===== config.mk =====
export PLATFORM = sky130hd
export DESIGN_NAME = cpu_clk_ctrl
export DESIGN_NICKNAME = d
export VERILOG_FILES = /design/src/rtl/cpu_clk_ctrl.sv
export SDC_FILE = /design/constraint.sdc
export NUM_CORES = 1
export LEC_CHECK = 0
export ABC_AREA = 1
export CAP_MARGIN = 20
export CELL_PAD_IN_SITES_DETAIL_PLACEMENT = 1
export CELL_PAD_IN_SITES_GLOBAL_PLACEMENT = 1
export CORE_AREA = 2 2 103 124
export DETAILED_ROUTE_END_ITERATION = 8
export DIE_AREA = 0 0 105 126
export PLACE_DENSITY_LB_ADDON = 0.1
export SYNTH_ARGS = -nofsm -noshare
export SYNTH_HDL_FRONTEND = slang
export SYNTH_SLANG_ARGS = --single-unit

===== constraint.sdc =====
create_clock -name clk -period 8 [get_ports clk]
set_clock_uncertainty 0.15 [all_clocks]
set_input_delay 1.2 -clock clk [delete_from_list [all_inputs] [get_ports clk]]
set_output_delay 1.2 -clock clk [all_outputs]
set_load 0.01 [all_outputs]

===== src/rtl/cpu_clk_ctrl.sv =====
// Run/step/halt clock-enable sequencer for the pipelined MIPS core.
// Emits a rate-programmable one-cycle cpu_en, a toggling cpu_clk and a saturating pulse count.
module cpu_clk_ctrl #(
    parameter int unsigned DIV_WIDTH   = 16,
    parameter int unsigned DEFAULT_DIV = 100,
    parameter int unsigned DB_CYCLES   = 1000,
    parameter int unsigned CNT_WIDTH   = 32
) (
    input  logic                 clk,
    input  logic                 rst_n,
    input  logic [1:0]           mode,
    input  logic                 div_load,
    input  logic [DIV_WIDTH-1:0] div_value,
    input  logic                 step_btn,
    input  logic                 halt_req,
    output logic                 cpu_en,
    output logic                 cpu_clk,
    output logic [1:0]           state,
    output logic [CNT_WIDTH-1:0] en_count
);

    localparam int unsigned DbWidth = (DB_CYCLES < 2) ? 1 : $clog2(DB_CYCLES);
    localparam logic [DbWidth-1:0] DbLast = DbWidth'(DB_CYCLES - 1);

    typedef enum logic [1:0] {
        StIdle   = 2'b00,
        StRun    = 2'b01,
        StStep   = 2'b10,
        StHalted = 2'b11
    } state_e;

    state_e                 r_state;
    state_e                 w_state_next;
    logic [DIV_WIDTH-1:0]   r_div;
    logic [DIV_WIDTH-1:0]   r_cnt;
    logic [DIV_WIDTH-1:0]   w_cnt_next;
    logic [DIV_WIDTH-1:0]   w_last;
    logic                   r_sync1;
    logic                   r_sync2;
    logic                   r_db;
    logic [DbWidth-1:0]     r_db_cnt;
    logic                   w_db_rise;
    logic                   r_step_pend;
    logic                   w_step_pend_next;
    logic                   r_cpu_en;
    logic                   w_en_next;
    logic                   r_cpu_clk;
    logic [CNT_WIDTH-1:0]   r_en_count;
    logic                   w_mode_run;
    logic                   w_mode_step;

    assign w_mode_run  = (mode == 2'b01);
    assign w_mode_step = (mode == 2'b10);

    // A divisor of zero behaves as one: count limit is max(div,1)-1.
    assign w_last    = (r_div == '0) ? '0 : r_div - DIV_WIDTH'(1);
    assign w_db_rise = r_sync2 & ~r_db & (r_db_cnt == DbLast);

    always_comb begin
        w_state_next = r_state;
        if (!w_mode_run && !w_mode_step) begin
            w_state_next = StIdle;
        end else begin
            unique case (r_state)
                StIdle:   w_state_next = w_mode_run ? StRun : StStep;
                StRun: begin
                    if (halt_req)         w_state_next = StHalted;
                    else if (w_mode_step) w_state_next = StStep;
                end
                StStep:   if (w_mode_run) w_state_next = StRun;
                StHalted: if (w_mode_step) w_state_next = StStep;
                default:  w_state_next = StIdle;
            endcase
        end
    end

    always_comb begin
        w_en_next        = 1'b0;
        w_cnt_next       = r_cnt;
        w_step_pend_next = 1'b0;
        if (r_state == StRun) begin
            if (r_cnt == w_last) begin
                w_cnt_next = '0;
                w_en_next  = ~halt_req & ~div_load;
            end else begin
                w_cnt_next = r_cnt + DIV_WIDTH'(1);
            end
        end
        // A new press while a step is pending merges into it.
        if (r_state == StStep) begin
            if (r_step_pend && !div_load) begin
                w_en_next = 1'b1;
            end else begin
                w_step_pend_next = r_step_pend | w_db_rise;
            end
        end
        if (w_state_next == StRun && r_state != StRun) begin
            w_cnt_next = '0;
        end
        if (div_load) begin
            w_cnt_next = '0;
        end
    end

    always_ff @(posedge clk or negedge rst_n) begin
        if (!rst_n) begin
            r_state     <= StIdle;
            r_div       <= DIV_WIDTH'(DEFAULT_DIV);
            r_cnt       <= '0;
            r_step_pend <= 1'b0;
            r_cpu_en    <= 1'b0;
            r_cpu_clk   <= 1'b0;
            r_en_count  <= '0;
        end else begin
            r_state     <= w_state_next;
            r_cnt       <= w_cnt_next;
            r_step_pend <= w_step_pend_next;
            r_cpu_en    <= w_en_next;
            r_cpu_clk   <= r_cpu_clk ^ w_en_next;
            if (div_load) begin
                r_div <= div_value;
            end
            if (w_en_next && (r_en_count != '1)) begin
                r_en_count <= r_en_count + CNT_WIDTH'(1);
            end
        end
    end

    always_ff @(posedge clk or negedge rst_n) begin
        if (!rst_n) begin
            r_sync1  <= 1'b0;
            r_sync2  <= 1'b0;
            r_db     <= 1'b0;
            r_db_cnt <= '0;
        end else begin
            r_sync1 <= step_btn;
            r_sync2 <= r_sync1;
            // Level follows only after DB_CYCLES consecutive disagreeing samples.
            if (r_sync2 != r_db) begin
                if (r_db_cnt == DbLast) begin
                    r_db     <= r_sync2;
                    r_db_cnt <= '0;
                end else begin
                    r_db_cnt <= r_db_cnt + DbWidth'(1);
                end
            end else begin
                r_db_cnt <= '0;
            end
        end
    end

    assign cpu_en   = r_cpu_en;
    assign cpu_clk  = r_cpu_clk;
    assign state    = r_state;
    assign en_count = r_en_count;

endmodule


After elaboration in Yosys (flattened, before gate mapping)

Index checks and enable logic that the tools add are counted.

Register bits: 82
Memories: 0
Bits of input ports: 23
Word-level logic and storage cells: 64
Bits in latches: 0
Memory bits (writable): 0
Memory bits (read-only): 0

$mul: 0
Mux-type cells: 19
Divide/modulo/power cells: 0
Bitwise operators: 8
Reduce and logical (&&, ||, !) cells: 11
Magnitude comparators: 0
$add $sub $neg: 4
Equal/unequal tests: 11
Shift-type cells: 0

Operators with widths:

| kind                    | number |
|---|---|
| $mux W16                | 5 |
| $add A32 B1 Y32 const B | 1 |
| $ne A32 B32 Y1 const B  | 1 |
| $mux W10                | 2 |
| $add A16 B1 Y16 const B | 1 |
| $eq A16 B16 Y1          | 1 |
| $logic_not A16 Y1       | 1 |
| $sub A16 B1 Y16 const B | 1 |
| $add A10 B1 Y10 const B | 1 |
| $eq A10 B10 Y1 const B  | 1 |
| $mux W2                 | 5 |
| $pmux W2 S4             | 1 |
| $eq A2 B1 Y1 const B    | 3 |
| $eq A2 B2 Y1 const B    | 3 |
| $mux W1                 | 6 |
| $logic_and A1 B1 Y1     | 4 |
| $and A1 B1 Y1           | 3 |
| $logic_not A1 Y1        | 3 |
| $not A1 Y1              | 3 |
| $reduce_bool A3 Y1      | 1 |
| $logic_not A2 Y1        | 1 |
| $ne A2 B1 Y1 const B    | 1 |
| $reduce_and A2 Y1       | 1 |
| $ne A1 B1 Y1            | 1 |
| 2 further kinds         | 2 |

Longest topological paths before layout

Gate-level depths: netlist of run 1.

Depth in word-level cells: 9
Mapped depth: 19
Mapped depth without buffers: 18

Least setup slack after synthesis of run 1

OpenSTA, ideal clock, no wires.

Path kind: input -> register
From: input mode[0]
To: register r_cnt[13]
Slack: 5.286 ns
Library setup time: 0.130 ns
Arrival time: 2.433 ns
Stages on the path: 10
Cell sequence: inv_1 ha_1 inv_1 nand3_1 or2_2 or2_2 nand2_1 nor2_1 nand3_1 o21ai_0

Word-level cells in the longest chain between the ends: 9

Ends and longest elaborated chain:

| what                    | RTL line | RTL |
|---|---|---|
| from (decl)             | 11       | `input logic [1:0] mode,` |
| $eq A2 B2 Y1            | 53       | `assign w_mode_step = (mode == 2'b10);` |
| $mux W2                 | 68, 71   |  |
| $mux W2                 | 67       | `if (halt_req) w_state_next = StHalted;` |
| $pmux W2 S4             | 64       | `unique case (r_state)` |
| $mux W2 (*)             | 61       | `if (!w_mode_run && !w_mode_step) begin` |
| $eq A2 B1 Y1 (*)        | 97       | `if (w_state_next == StRun && r_state != StRun) begin` |
| $logic_and A1 B1 Y1 (*) | 97       |  |
| $mux W16                | 97       |  |
| $mux W16                | 100      | `if (div_load) begin` |
| to (signal assigned)    | 116      | `r_cnt <= w_cnt_next;` |
| to (decl)               | 35       | `logic [DIV_WIDTH-1:0] r_cnt;` |

Mark *: on every way between the ends. The rest lies on a longest branch, timed or not.
A chain may end at the register's enable or synchronous reset.

Final worst setup path of run 1

From: input div_load
To: register r_en_count[15] (netlist: en_count[15])

Word-level cells in the longest chain between the ends: 7

Ends and longest elaborated chain:

| what                    | RTL line | RTL |
|---|---|---|
| from (decl)             | 12       | `input logic div_load,` |
| $not A1 Y1              | 84       | `w_en_next = ~halt_req & ~div_load;` |
| $and A1 B1 Y1           | 84       |  |
| $mux W1                 | 82       | `if (r_cnt == w_last) begin` |
| $mux W1                 | 81       | `if (r_state == StRun) begin` |
| $mux W1                 | 91       | `if (r_step_pend && !div_load) begin` |
| $mux W1 (*)             | 90       | `if (r_state == StStep) begin` |
| $logic_and A1 B1 Y1 (*) | 123      | `if (w_en_next && (r_en_count != '1)) begin` |
| to (signal assigned)    | 124      | `r_en_count <= r_en_count + CNT_WIDTH'(1);` |
| to (decl)               | 48       | `logic [CNT_WIDTH-1:0] r_en_count;` |

Marks and branches as above.

==> results of run 1 <==
-- worst max-delay path by stage --
stage,from,endpoint,slack (ps),depth (start not counted)
3_5_place_dp,div_load,en_count[15],3870,9
3_3_place_gp,div_load,en_count[25],4040,9
6_report,div_load,en_count[15],4240,9
4_1_cts,div_load,en_count[15],4230,9
2_1_floorplan,mode[0],r_cnt[13],5290,10
5_1_grt,div_load,en_count[23],3950,9
-- cell usage in the layout (no fill, tap or decap), drive strengths merged --
| cell | instances |
|---|---|
| inv | 79 |
| dfrtp | 79 |
| xor2 | 31 |
| nor3b | 3 |
| and2 | 1 |
| nor2 | 81 |
| nor4 | 7 |
| o41ai | 1 |
| ha | 7 |
| a21oi | 10 |
| or2 | 3 |
| nor3 | 25 |
| nand3b | 5 |
| xnor2 | 7 |
| o21ai | 32 |
| nand4 | 19 |
| clkinvlp | 1 |
| clkbuf | 10 |
| a211oi | 1 |
| clkinv | 2 |
| clkdlybuf4s50 | 57 |
| nand3 | 88 |
| o31ai | 2 |
| dfstp | 3 |
| buf | 4 |
| o21a | 1 |
| nand2 | 241 |
| bufinv | 3 |
-- per-layer routing --
metal	track usage (%)	wire, um
met3	3.93	399
met5	0	0
met2	46.6	8410
met1	27.5	6240
met4	13.1	815
-- layout make-up --
| class | instances | area (sq um) |
|---|---|---|
| Clock buffer | 10 | 229 |
| Clock inverter | 6 | 115 |
| Fill cell | 1606 | 5690 |
| Inverter | 79 | 297 |
| Multi-Input combinational cell | 565 | 2800 |
| Sequential cell | 82 | 2060 |
| Tap cell | 161 | 201 |
| Timing Repair Buffer | 61 | 621 |
-- sequential cells by signal, summed over array words and instances (netlist names) --
name,flops
en_count,32
r_step_pend,1
cpu_clk,1
cpu_en,1
r_db_cnt,10
state,2
r_db,1
r_div,16
r_sync2,1
r_sync1,1
r_cnt,16
-- cells by family (layout without fill, tap and decap cells) --
| family | Yosys count | after routing | share of synthesized area [%] |
|---|---|---|---|
| AO/OA/AOI/OAI | 47 | 47 | 4.70 |
| adder cells (fa/ha/maj) | 7 | 7 | 1.65 |
| XOR/XNOR | 38 | 38 | 6.28 |
| flip-flops | 82 | 82 | 38.8 |
| AND/OR/NAND/NOR | 473 | 473 | 40.2 |
| buffers and inverters | 97 | 156 | 8.39 |
-- where the power goes --
group / internal (mW) / total, mW / switching (mW)
clock network: 0.306 / 0.488 / 0.182
registers: 0.429 / 0.445 / 0.0160
logic: 0.0458 / 0.128 / 0.0819
total: 0.781 / 1.06 / 0.280
-- metrics by stage --
stage          total power, mW  worst slack [ps]  util, %  cell area [sq um]  instances
2_1_floorplan            0.524              5290        -               5300        744
4_1_cts                   1.07              4230     52.4               6290        963
5_1_grt                   1.11              3950     52.6               6310        964
3_3_place_gp             0.570              4040     49.5               5940        947
3_5_place_dp             0.576              3870     49.5               5940        947
6_report                  1.06              4240     52.6               6310        964
-- worst max-delay path: stages --
cell	delay, ps
clkdlybuf4s50_1	920
inv_1	410
nand2_1	160
nor2_1	190
nand2_4	80
nand2_4	320
nand2_4	310
nand2_1	150
nand2_1	70
==> reports/results.env, run 1 <==
SYNTH_ENABLE_FLOP_CELLS=0
WORSTREG2REGEND='en_count[15]'
WORST-SETUP-PATH-TYPE='primary input to flop'
SETUP_VIOL=0
ROUTE.VIAS.TOTAL=5135
INITIAL_CORE_UTIL_PCT=44.1
GLOBALROUTETOTALUTIL_PCT=25.2
POWER-PER-CELL-AREA_nW_PER_UM2=168
FINAL_LAYOUT_SIZE_SUFFIX_GT1_SHARE_PCT=5.98
CTSRESIZECOUNT=0
FINAL_WORST_PATH_CYCLE_SHARE_PCT=47.0
DRTPASS1ITERATIONS=4
CTSLONGESTPATHBUFFERS=2
POST_DRT_WL_PER_CELL_UM=16.5
DIEAREA_SQ_UM=13200
DIE_W_UM=105
SYNTH.YOSYS.WARNINGS=0
SYNTHDOMINANTCELLAREASHARE_PCT=37.3
TRITONCTS.NUM_BUFFERS=9
DRCVIOLATIONCOUNT=0
POST-SYNTH-TOP-COUNT-CELL='nand2_1'
TIMING_WORST_SLEW_PIN_VALUE_PS=992
SYNTH_TOP_CELL_BY_AREA='dfrtp_1'
DIEHEIGHT_UM=126
SYN_AREA_SQ_UM=5300
POST-CTS-SETUP-BUFFERS=0
FINAL.HOLD.WORST_SLACK_PS=209
CORE.ROWCOUNT=44
MAX-CAP-VIOLATIONS=0
SYN_NETS=774
TIMING.HOLD.WORST_PATH_DEPTH=0
ARRIVAL_PS=3840
SYN_INST=744
DIODES=0
IRDROPWORSTVDD_uV=98.5
NETLIST_TOP_CELLS_COUNT='nand2_1, nand3_1, dfrtp_1, inv_1, nor2_1'
CTS_ROOT_BUF='clkbuf_16'
CRIT_PATH_MAX_FANOUT=36
TRITONCTS_CLOCK_TREE='yes'
HP-START='r_sync1'
CTS_HOLD_BUF=0
PLACE.DETAILED.HPWL_MM=11.8
GRT_SETUP_UNREPAIRED='no'
WORSTREGTOREGCELLS=15
DRV_SLEW=0
TIMING_HOLD_VIOLATIONS_FINAL=0
SYNTH_FLOP_CELL='dfrtp_1'
CRITPATHCAPTURETYPE='flop'
PLACE_CONGESTION=0.887
DESIGN.CORE.AREA_SQ_UM=12000
FINAL.MIN_CLOCK_PERIOD_PS=3760
NNETSFINAL=828
NUMBER_OF_ANTENNA_VIOLATIONS_AT_THE_FIRST_CHECK_IN_GLOBAL_ROUTING=0
SETUP_TNS_PS=0
OUTCOME='completed'
GRT_PASS1_VIAS=5529
HTREE_NUM_LEVELS=3
WIRE_LENGTH_OF_THE_FIRST_GLOBAL_ROUTING_PASS_MM=26.7
FINAL_WIRELENGTH_MM=15.9
AVGSYNTHCELLAREA_SQ_UM=7.12
GRT_MAX_DEGREE=83
WORST_SKEW_PAIR.LATE_LATENCY_PS=350
MAX_SLEW_MARGIN_PCT=33.6
CLKSLEWWORSTSETUPHOLDPATHS_PS=60
SYNTHTOPCELLSBYAREA='dfrtp_1, nand2_1, nand3_1'
NUMBER_OF_DISTINCT_STANDARD_CELLS_REFERENCED_BY_THE_SYNTHESIZED_NETLIST=33
DRT_FIRST_ITER_VIOLATIONS=251
LAYOUT-AREA-OVERHEAD-VS-SYNTH_PCT=19.2
CRITPATHLAUNCHTYPE='primary input'
SYNTH.YOSYS.SEQ_AREA_SHARE_PCT=38.8
CRIT-REG2REG-LAUNCH='r_div[0]'
CP_DATA_REQUIRED_TIME_PS=8080
MIN-DELAY-PATH-CLASS='flop to flop'
POSTSYNTHREGISTERBITS=82
P_LEAK_nW=2.98
ANT_NETS=0
IO_PINS=59
GLOBALROUTE.TOTALOVERFLOW=0
HOLD_PATH_SINK='r_sync2'
PLACEMENT.IO_BUFFERS=58
VIASPERCELL=5.33
FF2FF_SETUP_SLACK_PS=4540
CTS_NUM_SINKS=82
ASYNCSETRESETFLOPFRACSYNTH_PCT=100
TIMING.FMAX_GHz=0.266
(Power assumes the default switching activity.)
==> inputs of run 2 (changes only) <==
--- a/config.mk
+++ b/config.mk
@@ -9,9 +9,9 @@
 export CAP_MARGIN = 20
 export CELL_PAD_IN_SITES_DETAIL_PLACEMENT = 1
 export CELL_PAD_IN_SITES_GLOBAL_PLACEMENT = 1
-export CORE_AREA = 2 2 103 124
+export CORE_AREA = 2 2 107 130
 export DETAILED_ROUTE_END_ITERATION = 8
-export DIE_AREA = 0 0 105 126
+export DIE_AREA = 0 0 109 132
 export PLACE_DENSITY_LB_ADDON = 0.1
 export SYNTH_ARGS = -nofsm -noshare
 export SYNTH_HDL_FRONTEND = slang
==> constraint.sdc (replaced) <==
create_clock -name clk -period 3.7 [get_ports clk]
set_clock_uncertainty 0.15 [all_clocks]
set_input_delay 0.555 -clock clk [delete_from_list [all_inputs] [get_ports clk]]
set_output_delay 0.555 -clock clk [all_outputs]
set_load 0.01 [all_outputs]
==> reports/results.env, run 2 (synthesis results as in run 1) <==
WORST-SETUP-PATH-TYPE='flop to flop'
LAYOUT-AREA-OVERHEAD-VS-SYNTH_PCT=19.8
POWER-PER-CELL-AREA_nW_PER_UM2=352
DIEHEIGHT_UM=132
FINALCOREUTILIZATION_PCT=48.6
POST_DRT_WL_PER_CELL_UM=16.8
POST_PLACE_CELLS=957
SETUP_VIOL=0
POWER.SWITCHING_FRACTION_PCT=27.3
TRITONCTS.NUM_BUFFERS=9
CRIT_PATH_MAX_FANOUT=36
VIASPERCELL=5.21
CPLARGESTDELAYFAMILY='simple AND/OR/NAND/NOR gates'
PLACE.DETAILED.HPWL_MM=12.5
TIMING_WORST_SLEW_PIN_VALUE_PS=641
DRV_SLEW=0
WORST_SKEW_PAIR.LATE_LATENCY_PS=340
DRTPASS1ITERATIONS=4
CTS_NUM_SINKS=82
FIN_WS_PS=417
LARGEST_REG_FLOPS=32
ANT_NETS=0
FINAL_CELLS=975
TIMING.FMAX_GHz=0.305
TIMING_HOLD_VIOLATIONS_FINAL=0
CLKSLEWWORSTSETUPHOLDPATHS_PS=70
POST-CTS-SETUP-BUFFERS=0
FF2FF_SETUP_SLACK_PS=420
NETSWITCHINGPOWER_uW=610
CP_SLOWEST_CELL='dfrtp_1'
CRITPATHMAXSTAGEDELAY_PS=370
FINAL_WORST_PATH_CYCLE_SHARE_PCT=88.7
PATH_CELLS='inv_1, ha_1, nand2_2, nor2_4, nand2_4, nand3_1, nand2_1, nand2_1, nand2_1, nor2_1, nand3_1, nor2_4, nand2_4, nand2_4, nand2_8, nand2_1, nand2_1'
DRT_FIRST_ITER_VIOLATIONS=152
CTS_ROOT_BUF='clkbuf_16'
P_INT_mW=1.63
DETAILEDPLACE.WORSTSLACK_PS=352
TRITONCTS_CLOCK_TREE='yes'
DIE_W_UM=109
DIEAREA_SQ_UM=14400
PLACE_CONGESTION=0.893
CPMOSTUSEDCELL='nand2_1'
COMB_POWER_SHARE_PCT=12.2
PWR-SHARE-SEQ_PCT=43.0
ROUTE.VIAS.TOTAL=5075
ARRIVAL_PS=3360
GRT_SETUP_UNREPAIRED='no'
MIN-DELAY-PATH-CLASS='flop to flop'
POWER.SHARE.CLOCK_PCT=44.8
FINAL_LAYOUT_SIZE_SUFFIX_GT1_SHARE_PCT=6.44
P_LEAK_nW=3.00
MAX_SLEW_MARGIN_PCT=57.2
NUMBER_OF_ANTENNA_VIOLATIONS_AT_THE_FIRST_CHECK_IN_GLOBAL_ROUTING=0
DRCVIOLATIONCOUNT=0
CP_NUM_BUF_INV=1
INITIAL_CORE_UTIL_PCT=40.5
CP_DATA_REQUIRED_TIME_PS=3780
CRITPATHCAPTURETYPE='flop'
HTREE_NUM_LEVELS=3
SETUP_TNS_PS=0
FINAL_WIRELENGTH_MM=16.3
IRDROPWORSTVDD_uV=183
MAX-CAP-VIOLATIONS=0
DIODES=0
FINAL.MIN_CLOCK_PERIOD_PS=3280
GRT_MAX_DEGREE=83
NNETSFINAL=832
PLACEMENT.IO_BUFFERS=58
DESIGN.CORE.AREA_SQ_UM=13100
TOTAL_POWER_mW=2.24
WIRE_LENGTH_OF_THE_FIRST_GLOBAL_ROUTING_PASS_MM=27.3
FINAL_COMMON_CELL='nand2_1'
CRITPATHLAUNCHTYPE='flop'
GLOBALROUTETOTALUTIL_PCT=24.2
GRT_PASS1_VIAS=5583
IO_PINS=59
NFILLCELLS=1643
CTSLONGESTPATHBUFFERS=2
CORE.ROWCOUNT=46
LEADING_CELL_TYPES_IN_THE_LAYOUT_FILL_AND_TAPS_EXCLUDED='nand2_1, nand3_1, inv_1, dfrtp_1, nor2_1'
GLOBALROUTE.TOTALOVERFLOW=0
OUTCOME='completed'
-- run 2: layout make-up --
| cell class | count | area (sq um) | share of cell area [%] |
|---|---|---|---|
| multi-input combinational | 565 | 2810 | 44.2 |
| sequential | 82 | 2060 | 32.4 |
| timing repair buffer | 65 | 653 | 10.3 |
| inverter | 79 | 297 | 4.67 |
| clock buffer | 9 | 225 | 3.55 |
| tap | 168 | 210 | 3.31 |
| clock inverter | 7 | 98.8 | 1.56 |
-- run 2: power groups by stage --
stage	Sequential [mW]	Clock, mW	Combinational, mW
final	0.961	1.00	0.272
after global routing	0.966	1.06	0.309
after CTS	0.961	1.02	0.272
after detailed placement	0.978	0	0.269
after global placement	0.978	0	0.259
after floorplan	0.970	0	0.162
-- run 2: stage by stage --
| step | hold slack [ps] | instance area [sq um] |
|---|---|---|
| finish | 202 | 6340 |
| global route | 226 | 6340 |
| CTS | 203 | 6300 |
| detailed placement | 187 | 5970 |
| global placement | 189 | 5970 |
| floorplan | 109 | 5300 |
-- run 2: routing by layer --
layer  vias to the layer above  global-route usage, %  wire (um)
met5                         -                      0          0
met4                         0                   9.83        494
met3                        35                   2.37        322
met2                        77                   46.8       9090
met1                      2458                   25.9       6420
li1                       2505                      -          -
-- run 2: worst register-to-register path, delay by kind of cell, from the launching register on --
kind                       cells  cell delay (ps)
adders and majority gates      1              310
buffers and inverters          1              190
DFF                            1              370
and+or+nand+nor               15             2160
-- run 2: repair_timing --
| action | CTS | global route |
|---|---|---|
| endpoints found under the setup margin | 0 | 2 |
| endpoints found under the hold margin | 0 | 10 |
| hold buffers | 0 | 1 |
| gates resized for setup | 0 | 1 |
-- run 2: path summary, 6_finish.rpt --
| kind | start | endpoint | cells after the start |
|---|---|---|---|
| max | r_div[0] | en_count[2] | 17 |
| min | r_sync1 | r_sync2 | 0 |
| max reg2reg | r_div[0] | en_count[2] | 17 |
| min reg2reg | r_sync1 | r_sync2 | 0 |
| max in group asynchronous | rst_n | r_div[2] | 3 |
| min in group asynchronous | rst_n | r_div[11] | 2 |
